## src/rtl/decode_queue_if.sv

```systemverilog
// Fetch-side and execute-side handshake bundle for the instruction decode queue.
interface decode_queue_if #(
  parameter int unsigned DEPTH = 4,
  parameter int unsigned CNT_W = $clog2(DEPTH) + 1
);
  // fetch side
  logic             in_valid;
  logic [31:0]      in_instr;
  logic             in_ready;
  // execute side
  logic             out_valid;
  logic             out_ready;
  logic             flush;
  // head operand fields
  logic [5:0]       op_code;
  logic [5:0]       funct_code;
  logic [4:0]       rs;
  logic [4:0]       rt;
  logic [4:0]       rd;
  logic [4:0]       shamt;
  logic [15:0]      imm_16;
  logic [25:0]      imm_26;
  // head control flags
  logic             reg_dst;
  logic             reg_wr;
  logic             mem_wr;
  logic             mem_to_reg;
  logic             alu_src;
  logic             jump_en;
  logic             jal_en;
  logic             jr_en;
  logic             beq_en;
  logic             bne_en;
  logic             lui_en;
  logic             d_atomic;
  logic             halt;
  // status
  logic [CNT_W-1:0] count;
  logic             halt_locked;

  // producer/consumer view
  modport master (
    output in_valid, in_instr, out_ready, flush,
    input  in_ready, out_valid, op_code, funct_code, rs, rt, rd, shamt,
           imm_16, imm_26, reg_dst, reg_wr, mem_wr, mem_to_reg, alu_src,
           jump_en, jal_en, jr_en, beq_en, bne_en, lui_en, d_atomic, halt,
           count, halt_locked
  );

  // queue view
  modport slave (
    input  in_valid, in_instr, out_ready, flush,
    output in_ready, out_valid, op_code, funct_code, rs, rt, rd, shamt,
           imm_16, imm_26, reg_dst, reg_wr, mem_wr, mem_to_reg, alu_src,
           jump_en, jal_en, jr_en, beq_en, bne_en, lui_en, d_atomic, halt,
           count, halt_locked
  );
endinterface

```

## src/rtl/decode_queue.sv

```systemverilog
// Instruction decode queue: decodes MIPS words on enqueue and presents the
// oldest decoded entry to the execute pipeline. Supports flush, sticky halt
// lock and LL/SC tagging.
module decode_queue #(
  parameter int unsigned DEPTH = 4,
  parameter int unsigned CNT_W = $clog2(DEPTH) + 1
) (
  input  logic          CLK,
  input  logic          nRST,
  decode_queue_if.slave bus
);

  localparam int unsigned PTR_W = (DEPTH > 1) ? $clog2(DEPTH) : 1;

  localparam logic [5:0] OP_RTYPE = 6'h00;
  localparam logic [5:0] OP_J     = 6'h02;
  localparam logic [5:0] OP_JAL   = 6'h03;
  localparam logic [5:0] OP_BEQ   = 6'h04;
  localparam logic [5:0] OP_BNE   = 6'h05;
  localparam logic [5:0] OP_ADDIU = 6'h09;
  localparam logic [5:0] OP_SLTI  = 6'h0A;
  localparam logic [5:0] OP_SLTIU = 6'h0B;
  localparam logic [5:0] OP_ANDI  = 6'h0C;
  localparam logic [5:0] OP_ORI   = 6'h0D;
  localparam logic [5:0] OP_XORI  = 6'h0E;
  localparam logic [5:0] OP_LUI   = 6'h0F;
  localparam logic [5:0] OP_LW    = 6'h23;
  localparam logic [5:0] OP_SW    = 6'h2B;
  localparam logic [5:0] OP_LL    = 6'h30;
  localparam logic [5:0] OP_SC    = 6'h38;
  localparam logic [5:0] OP_HALT  = 6'h3F;
  localparam logic [5:0] FN_JR    = 6'h08;

  typedef struct packed {
    logic reg_dst;
    logic reg_wr;
    logic mem_wr;
    logic mem_to_reg;
    logic alu_src;
    logic jump_en;
    logic jal_en;
    logic jr_en;
    logic beq_en;
    logic bne_en;
    logic lui_en;
    logic d_atomic;
    logic halt;
  } ctrl_t;

  typedef struct packed {
    ctrl_t       ctrl;
    logic [31:0] instr;
  } entry_t;

  entry_t           mem [DEPTH];
  logic [PTR_W-1:0] head;
  logic [PTR_W-1:0] tail;
  logic [CNT_W-1:0] count;
  logic             halt_locked;

  ctrl_t            dec;
  entry_t           head_e;
  logic             push;
  logic             pop;
  logic             out_valid_c;
  logic             in_ready_c;

  // handshake qualification; a pop frees a slot for a same-cycle push
  always_comb begin
    out_valid_c = (count != '0);
    pop         = out_valid_c && bus.out_ready;
    in_ready_c  = ((count < CNT_W'(DEPTH)) || pop) && !halt_locked && !bus.flush;
    push        = bus.in_valid && in_ready_c;
  end

  // decode the incoming word into control flags
  always_comb begin
    dec = '0;
    case (bus.in_instr[31:26])
      OP_RTYPE: begin
        dec.reg_dst = 1'b1;
        if (bus.in_instr[5:0] == FN_JR) begin
          dec.jr_en = 1'b1;
        end else begin
          dec.reg_wr = 1'b1;
        end
      end
      OP_J: begin
        dec.jump_en = 1'b1;
      end
      OP_JAL: begin
        dec.jump_en = 1'b1;
        dec.jal_en  = 1'b1;
        dec.reg_wr  = 1'b1;
      end
      OP_BEQ: begin
        dec.beq_en = 1'b1;
      end
      OP_BNE: begin
        dec.bne_en = 1'b1;
      end
      OP_ADDIU, OP_SLTI, OP_SLTIU, OP_ANDI, OP_ORI, OP_XORI: begin
        dec.alu_src = 1'b1;
        dec.reg_wr  = 1'b1;
      end
      OP_LUI: begin
        dec.lui_en = 1'b1;
        dec.reg_wr = 1'b1;
      end
      OP_LW: begin
        dec.alu_src    = 1'b1;
        dec.mem_to_reg = 1'b1;
        dec.reg_wr     = 1'b1;
      end
      OP_SW: begin
        dec.alu_src = 1'b1;
        dec.mem_wr  = 1'b1;
      end
      OP_LL: begin
        dec.alu_src    = 1'b1;
        dec.mem_to_reg = 1'b1;
        dec.reg_wr     = 1'b1;
        dec.d_atomic   = 1'b1;
      end
      OP_SC: begin
        dec.alu_src  = 1'b1;
        dec.mem_wr   = 1'b1;
        dec.reg_wr   = 1'b1;
        dec.d_atomic = 1'b1;
      end
      OP_HALT: begin
        dec.halt = 1'b1;
      end
      default: begin
        dec = '0;
      end
    endcase
  end

  // entry storage; contents are never observed while the slot is empty
  always_ff @(posedge CLK) begin
    if (push) begin
      mem[tail] <= '{ctrl: dec, instr: bus.in_instr};
    end
  end

  // pointers, occupancy and halt lock
  always_ff @(posedge CLK or negedge nRST) begin
    if (!nRST) begin
      head        <= '0;
      tail        <= '0;
      count       <= '0;
      halt_locked <= 1'b0;
    end else if (bus.flush) begin
      head        <= '0;
      tail        <= '0;
      count       <= '0;
      halt_locked <= 1'b0;
    end else begin
      if (push) begin
        tail <= tail + PTR_W'(1);
      end
      if (pop) begin
        head <= head + PTR_W'(1);
      end
      case ({push, pop})
        2'b10:   count <= count + CNT_W'(1);
        2'b01:   count <= count - CNT_W'(1);
        default: count <= count;
      endcase
      if (push && dec.halt) begin
        halt_locked <= 1'b1;
      end
    end
  end

  // head presentation, forced to zero while the queue is empty
  always_comb begin
    head_e = '0;
    if (out_valid_c) begin
      head_e = mem[head];
    end
  end

  assign bus.in_ready    = in_ready_c;
  assign bus.out_valid   = out_valid_c;
  assign bus.count       = count;
  assign bus.halt_locked = halt_locked;

  assign bus.op_code     = head_e.instr[31:26];
  assign bus.rs          = head_e.instr[25:21];
  assign bus.rt          = head_e.instr[20:16];
  assign bus.rd          = head_e.instr[15:11];
  assign bus.shamt       = head_e.instr[10:6];
  assign bus.funct_code  = head_e.instr[5:0];
  assign bus.imm_16      = head_e.instr[15:0];
  assign bus.imm_26      = head_e.instr[25:0];

  assign bus.reg_dst     = head_e.ctrl.reg_dst;
  assign bus.reg_wr      = head_e.ctrl.reg_wr;
  assign bus.mem_wr      = head_e.ctrl.mem_wr;
  assign bus.mem_to_reg  = head_e.ctrl.mem_to_reg;
  assign bus.alu_src     = head_e.ctrl.alu_src;
  assign bus.jump_en     = head_e.ctrl.jump_en;
  assign bus.jal_en      = head_e.ctrl.jal_en;
  assign bus.jr_en       = head_e.ctrl.jr_en;
  assign bus.beq_en      = head_e.ctrl.beq_en;
  assign bus.bne_en      = head_e.ctrl.bne_en;
  assign bus.lui_en      = head_e.ctrl.lui_en;
  assign bus.d_atomic    = head_e.ctrl.d_atomic;
  assign bus.halt        = head_e.ctrl.halt;

endmodule

```

## src/flat_wrapper.sv

```systemverilog
// flat-port wrapper written by rule: the top's interface ports become plain ports
module decode_queue_flat 
#(
  parameter int unsigned DEPTH = 4,
  parameter int unsigned CNT_W = $clog2(DEPTH) + 1
)
  (CLK, nRST, bus_in_valid, bus_in_instr, bus_out_ready, bus_flush, bus_in_ready, bus_out_valid, bus_op_code, bus_funct_code, bus_rs, bus_rt, bus_rd, bus_shamt, bus_imm_16, bus_imm_26, bus_reg_dst, bus_reg_wr, bus_mem_wr, bus_mem_to_reg, bus_alu_src, bus_jump_en, bus_jal_en, bus_jr_en, bus_beq_en, bus_bne_en, bus_lui_en, bus_d_atomic, bus_halt, bus_count, bus_halt_locked);
  decode_queue_if #(.DEPTH(DEPTH), .CNT_W(CNT_W)) bus_i ();
  input  logic CLK;
  input  logic nRST;
  input wire logic [$bits(bus_i.in_valid)-1:0] bus_in_valid;
  input wire logic [$bits(bus_i.in_instr)-1:0] bus_in_instr;
  input wire logic [$bits(bus_i.out_ready)-1:0] bus_out_ready;
  input wire logic [$bits(bus_i.flush)-1:0] bus_flush;
  output wire logic [$bits(bus_i.in_ready)-1:0] bus_in_ready;
  output wire logic [$bits(bus_i.out_valid)-1:0] bus_out_valid;
  output wire logic [$bits(bus_i.op_code)-1:0] bus_op_code;
  output wire logic [$bits(bus_i.funct_code)-1:0] bus_funct_code;
  output wire logic [$bits(bus_i.rs)-1:0] bus_rs;
  output wire logic [$bits(bus_i.rt)-1:0] bus_rt;
  output wire logic [$bits(bus_i.rd)-1:0] bus_rd;
  output wire logic [$bits(bus_i.shamt)-1:0] bus_shamt;
  output wire logic [$bits(bus_i.imm_16)-1:0] bus_imm_16;
  output wire logic [$bits(bus_i.imm_26)-1:0] bus_imm_26;
  output wire logic [$bits(bus_i.reg_dst)-1:0] bus_reg_dst;
  output wire logic [$bits(bus_i.reg_wr)-1:0] bus_reg_wr;
  output wire logic [$bits(bus_i.mem_wr)-1:0] bus_mem_wr;
  output wire logic [$bits(bus_i.mem_to_reg)-1:0] bus_mem_to_reg;
  output wire logic [$bits(bus_i.alu_src)-1:0] bus_alu_src;
  output wire logic [$bits(bus_i.jump_en)-1:0] bus_jump_en;
  output wire logic [$bits(bus_i.jal_en)-1:0] bus_jal_en;
  output wire logic [$bits(bus_i.jr_en)-1:0] bus_jr_en;
  output wire logic [$bits(bus_i.beq_en)-1:0] bus_beq_en;
  output wire logic [$bits(bus_i.bne_en)-1:0] bus_bne_en;
  output wire logic [$bits(bus_i.lui_en)-1:0] bus_lui_en;
  output wire logic [$bits(bus_i.d_atomic)-1:0] bus_d_atomic;
  output wire logic [$bits(bus_i.halt)-1:0] bus_halt;
  output wire logic [$bits(bus_i.count)-1:0] bus_count;
  output wire logic [$bits(bus_i.halt_locked)-1:0] bus_halt_locked;
  assign bus_i.in_valid = bus_in_valid;
  assign bus_i.in_instr = bus_in_instr;
  assign bus_i.out_ready = bus_out_ready;
  assign bus_i.flush = bus_flush;
  assign bus_in_ready = bus_i.in_ready;
  assign bus_out_valid = bus_i.out_valid;
  assign bus_op_code = bus_i.op_code;
  assign bus_funct_code = bus_i.funct_code;
  assign bus_rs = bus_i.rs;
  assign bus_rt = bus_i.rt;
  assign bus_rd = bus_i.rd;
  assign bus_shamt = bus_i.shamt;
  assign bus_imm_16 = bus_i.imm_16;
  assign bus_imm_26 = bus_i.imm_26;
  assign bus_reg_dst = bus_i.reg_dst;
  assign bus_reg_wr = bus_i.reg_wr;
  assign bus_mem_wr = bus_i.mem_wr;
  assign bus_mem_to_reg = bus_i.mem_to_reg;
  assign bus_alu_src = bus_i.alu_src;
  assign bus_jump_en = bus_i.jump_en;
  assign bus_jal_en = bus_i.jal_en;
  assign bus_jr_en = bus_i.jr_en;
  assign bus_beq_en = bus_i.beq_en;
  assign bus_bne_en = bus_i.bne_en;
  assign bus_lui_en = bus_i.lui_en;
  assign bus_d_atomic = bus_i.d_atomic;
  assign bus_halt = bus_i.halt;
  assign bus_count = bus_i.count;
  assign bus_halt_locked = bus_i.halt_locked;
  decode_queue #(.DEPTH(DEPTH), .CNT_W(CNT_W)) u_core (.CLK(CLK), .nRST(nRST), .bus(bus_i));
endmodule
```

## config.mk

```make
export PLATFORM = sky130hd
export DESIGN_NAME = decode_queue_flat
export DESIGN_NICKNAME = d
export VERILOG_FILES = /design/src/rtl/decode_queue_if.sv /design/src/rtl/decode_queue.sv /design/src/flat_wrapper.sv
export SDC_FILE = /design/constraint.sdc
export NUM_CORES = 1
export LEC_CHECK = 0
export ABC_AREA = 1
export CORE_MARGIN = 10
export CORE_UTILIZATION = 30
export CTS_CLUSTER_DIAMETER = 60
export DETAILED_ROUTE_END_ITERATION = 10
export RECOVER_POWER = 100
export SYNTH_ARGS = -nofsm -noshare
export SYNTH_HDL_FRONTEND = slang
export SYNTH_SLANG_ARGS = --single-unit
```

## constraint.sdc

```tcl
create_clock -name CLK -period 7.7 [get_ports CLK]
set_clock_uncertainty 0.2 [all_clocks]
set_input_delay 1.54 -clock CLK [delete_from_list [all_inputs] [get_ports CLK]]
set_output_delay 1.54 -clock CLK [all_outputs]
set_load 0.03 [all_outputs]
```

==> impl_metrics.yaml <==
min_path:
  hp-class: "reg -> reg"
  hold_path_depth: 1
synth:
  syn_nets: 733
  yosysWarnings: 0
  async_flop_share_pct: 4.26
  postSynthRegisterBits: 188
  synth-edff-count: 180
  syn_area_um2: 8060
  synth_seq_area_share_pct: 69.6
  avgSynthCellArea_um2: 11.7
  synth.distinct_cells: 28
  synthFlopType: "edfxtp_1"
  synthCells: 691
pwr:
  powerDensity_nw_per_um2: 373
  vdd_drop_max_v: 0.000223
  p_leak_nw: 3.53
drt:
  ant_nets: 0
  routedWlPerCell_um: 16.4
  totalWireLength_um: 18400
  drc_errors: 0
  vias: 5084
  drtIter0Drc: 246
  drtPass1Iterations: 6
  routed_via_density: 4.54
clock_tree:
  htree_levels: 4
  clk_latency_ns: 0.42
  cts.repair.resized: 0
  cts.sinks: 188
  clkTransAtPathRegs_ns: 0.07
  numCtsBuffers: 17
  cts_setup_buffers: 0
  clockRootBuffer: "clkbuf_16"
  cts_tree: "yes"
  clockBufferDepth: 2
  cts_hold_buf: 0
sta:
  max_slew_margin_pct: -106
  rsz0062_at_grt: "no"
  finalMaxSlewViolations: 226
  clock.fmax_mhz: 162
  finalSetupViolCount: 0
  fin_tns_setup_ns: 0
  worst_pin_slew_ns: 3.09
  period_share_pct: 80.3
  hold_viol_final: 0
  worst_slack_ns: 1.52
  min_period_ns: 6.18
die:
  die_area_um2: 33800
  start_util_pct: 30.7
  row_count: 59
  ios: 130
  die_h_um: 184
  die_x_um: 184
  coreArea_um2: 26200
placed_design:
  gp_congestion: 0.737
  place_ws_ns: 2.70
  hpwl_um: 11100
  numPortBuffers: 129
global_route:
  grt_antenna_before_repair: 3
  grt_pass1_wl_um: 29100
  track_usage_pct: 11.1
  grt_pass1_vias: 5198
  grt_max_degree: 93
  overflow: 0
cells_and_area:
  final_common_cell: "nor2_1"
  syn_to_final_growth_pct: 22.0
  mostFrequentLayoutCells: "nor2_1 (203), edfxtp_1 (180), dlygate4sd3_1 (125)"
  drive_gt1_share_pct: 5.11
  layout.nets: 812
setup_path:
  cp_data_required_time_ns: 5.96
  cp-end-kind: "output pin"
  slowest_delay_ns: 1.23
  cp_num_cells: 6
  crit_path_top_delay_cell: "inv_1"
  r2r_cells: 4
  cp_top_family: "buffers and inverters"
  startpoint_type: "flip-flop"
  critPathMaxFanout: 47
  critPathBufInv: 3
  worst-endpoint-arrival_ns: 4.44
  crit_chain: "clkbuf_2 -> inv_1 -> nor2_1 -> o21ai_0 -> a21oi_1 -> dlygate4sd3_1"
  path_class: "reg -> out"
run_status:
  violations: "max-capacitance violations, max-slew violations"
  run_status: "complete, but fails checks"
job:
  drv_cap: 6
report_power, final:
part / switching, mW / total [mW] / internal (mW)
clock network: 0.362 / 0.835 / 0.473
logic: 1.07 / 1.58 / 0.506
registers: 0.0654 / 1.25 / 1.18
final timing paths:
path                                        start                     end  slack [ns]
max reg2reg                   u_core.bus.count[2]        u_core.mem[3][2]        3.10
min                        u_core.bus.halt_locked  u_core.bus.halt_locked        0.36
min in group asynchronous                    nRST     u_core.bus.count[0]        1.28
min reg2reg                u_core.bus.halt_locked  u_core.bus.halt_locked        0.36
max in group asynchronous                    nRST          u_core.head[0]        5.70
max                                u_core.head[1]               bus_rd[3]        1.52
cell families (layout without fill, tap and decap cells):
kind of cell,after synthesis,in the layout,synth area share [%]
AO/OA/AOI/OAI,144,144,9.02
XOR/XNOR,2,2,0.217
adder cells (fa/ha/maj),5,5,0.870
buffers and inverters,101,193,8.01
flip-flops,188,188,69.6
other,0,2,0
AND/OR/NAND/NOR,251,251,12.3
metal layers:
layer / vias up / part of all wire (%) / track usage, %
met1: 2471 / 45 / 13.3
met4: 2 / 0.86 / 3.28
li1: 2503 / - / -
met2: 98 / 49 / 18.7
met5: - / 0.038 / 0
met3: 10 / 5.2 / 3.44
state kept, by name, indices dropped and copies added (netlist names):
name	cells
u_core.bus.count	3
u_core.bus.halt_locked	1
u_core.head	2
u_core.mem	180
u_core.tail	2
Yosys cell counts (8+ instances only):
cell	instances	area (um^2)
buf_4	46	345
buf_2	9	45.0
o21ai_1	28	140
buf_6	11	124
a21oi_1	47	235
inv_1	22	82.6
nand2_1	26	97.6
clkbuf_1	9	33.8
edfxtp_1	180	5410
nor2_1	204	766
dfrtp_1	8	200
o21ai_0	67	335
final cells by class:
| cell class | count | area [um^2] |
|---|---|---|
| repair buffers | 135 | 1320 |
| multi-input cells | 402 | 1810 |
| diodes | 2 | 5.00 |
| clock buffers | 23 | 478 |
| inverters | 26 | 97.6 |
| fillers | 2502 | 16400 |
| clock inverters | 9 | 86.3 |
| well taps | 335 | 419 |
| flip-flops and latches | 188 | 5610 |
through the flow:
stage	power (mW)	utilization, %	hold WS [ns]	instances	instance area [um^2]
floorplan	2.46	-	0.380	691	8060
global placement	2.99	35.5	0.359	1086	9300
detailed placement	3.00	35.5	0.373	1086	9300
CTS	3.85	37.6	0.389	1118	9860
global route	3.87	37.5	0.384	1119	9820
finish	3.66	37.5	0.357	1120	9830
Note: power is estimated with default switching activity, not from simulation.
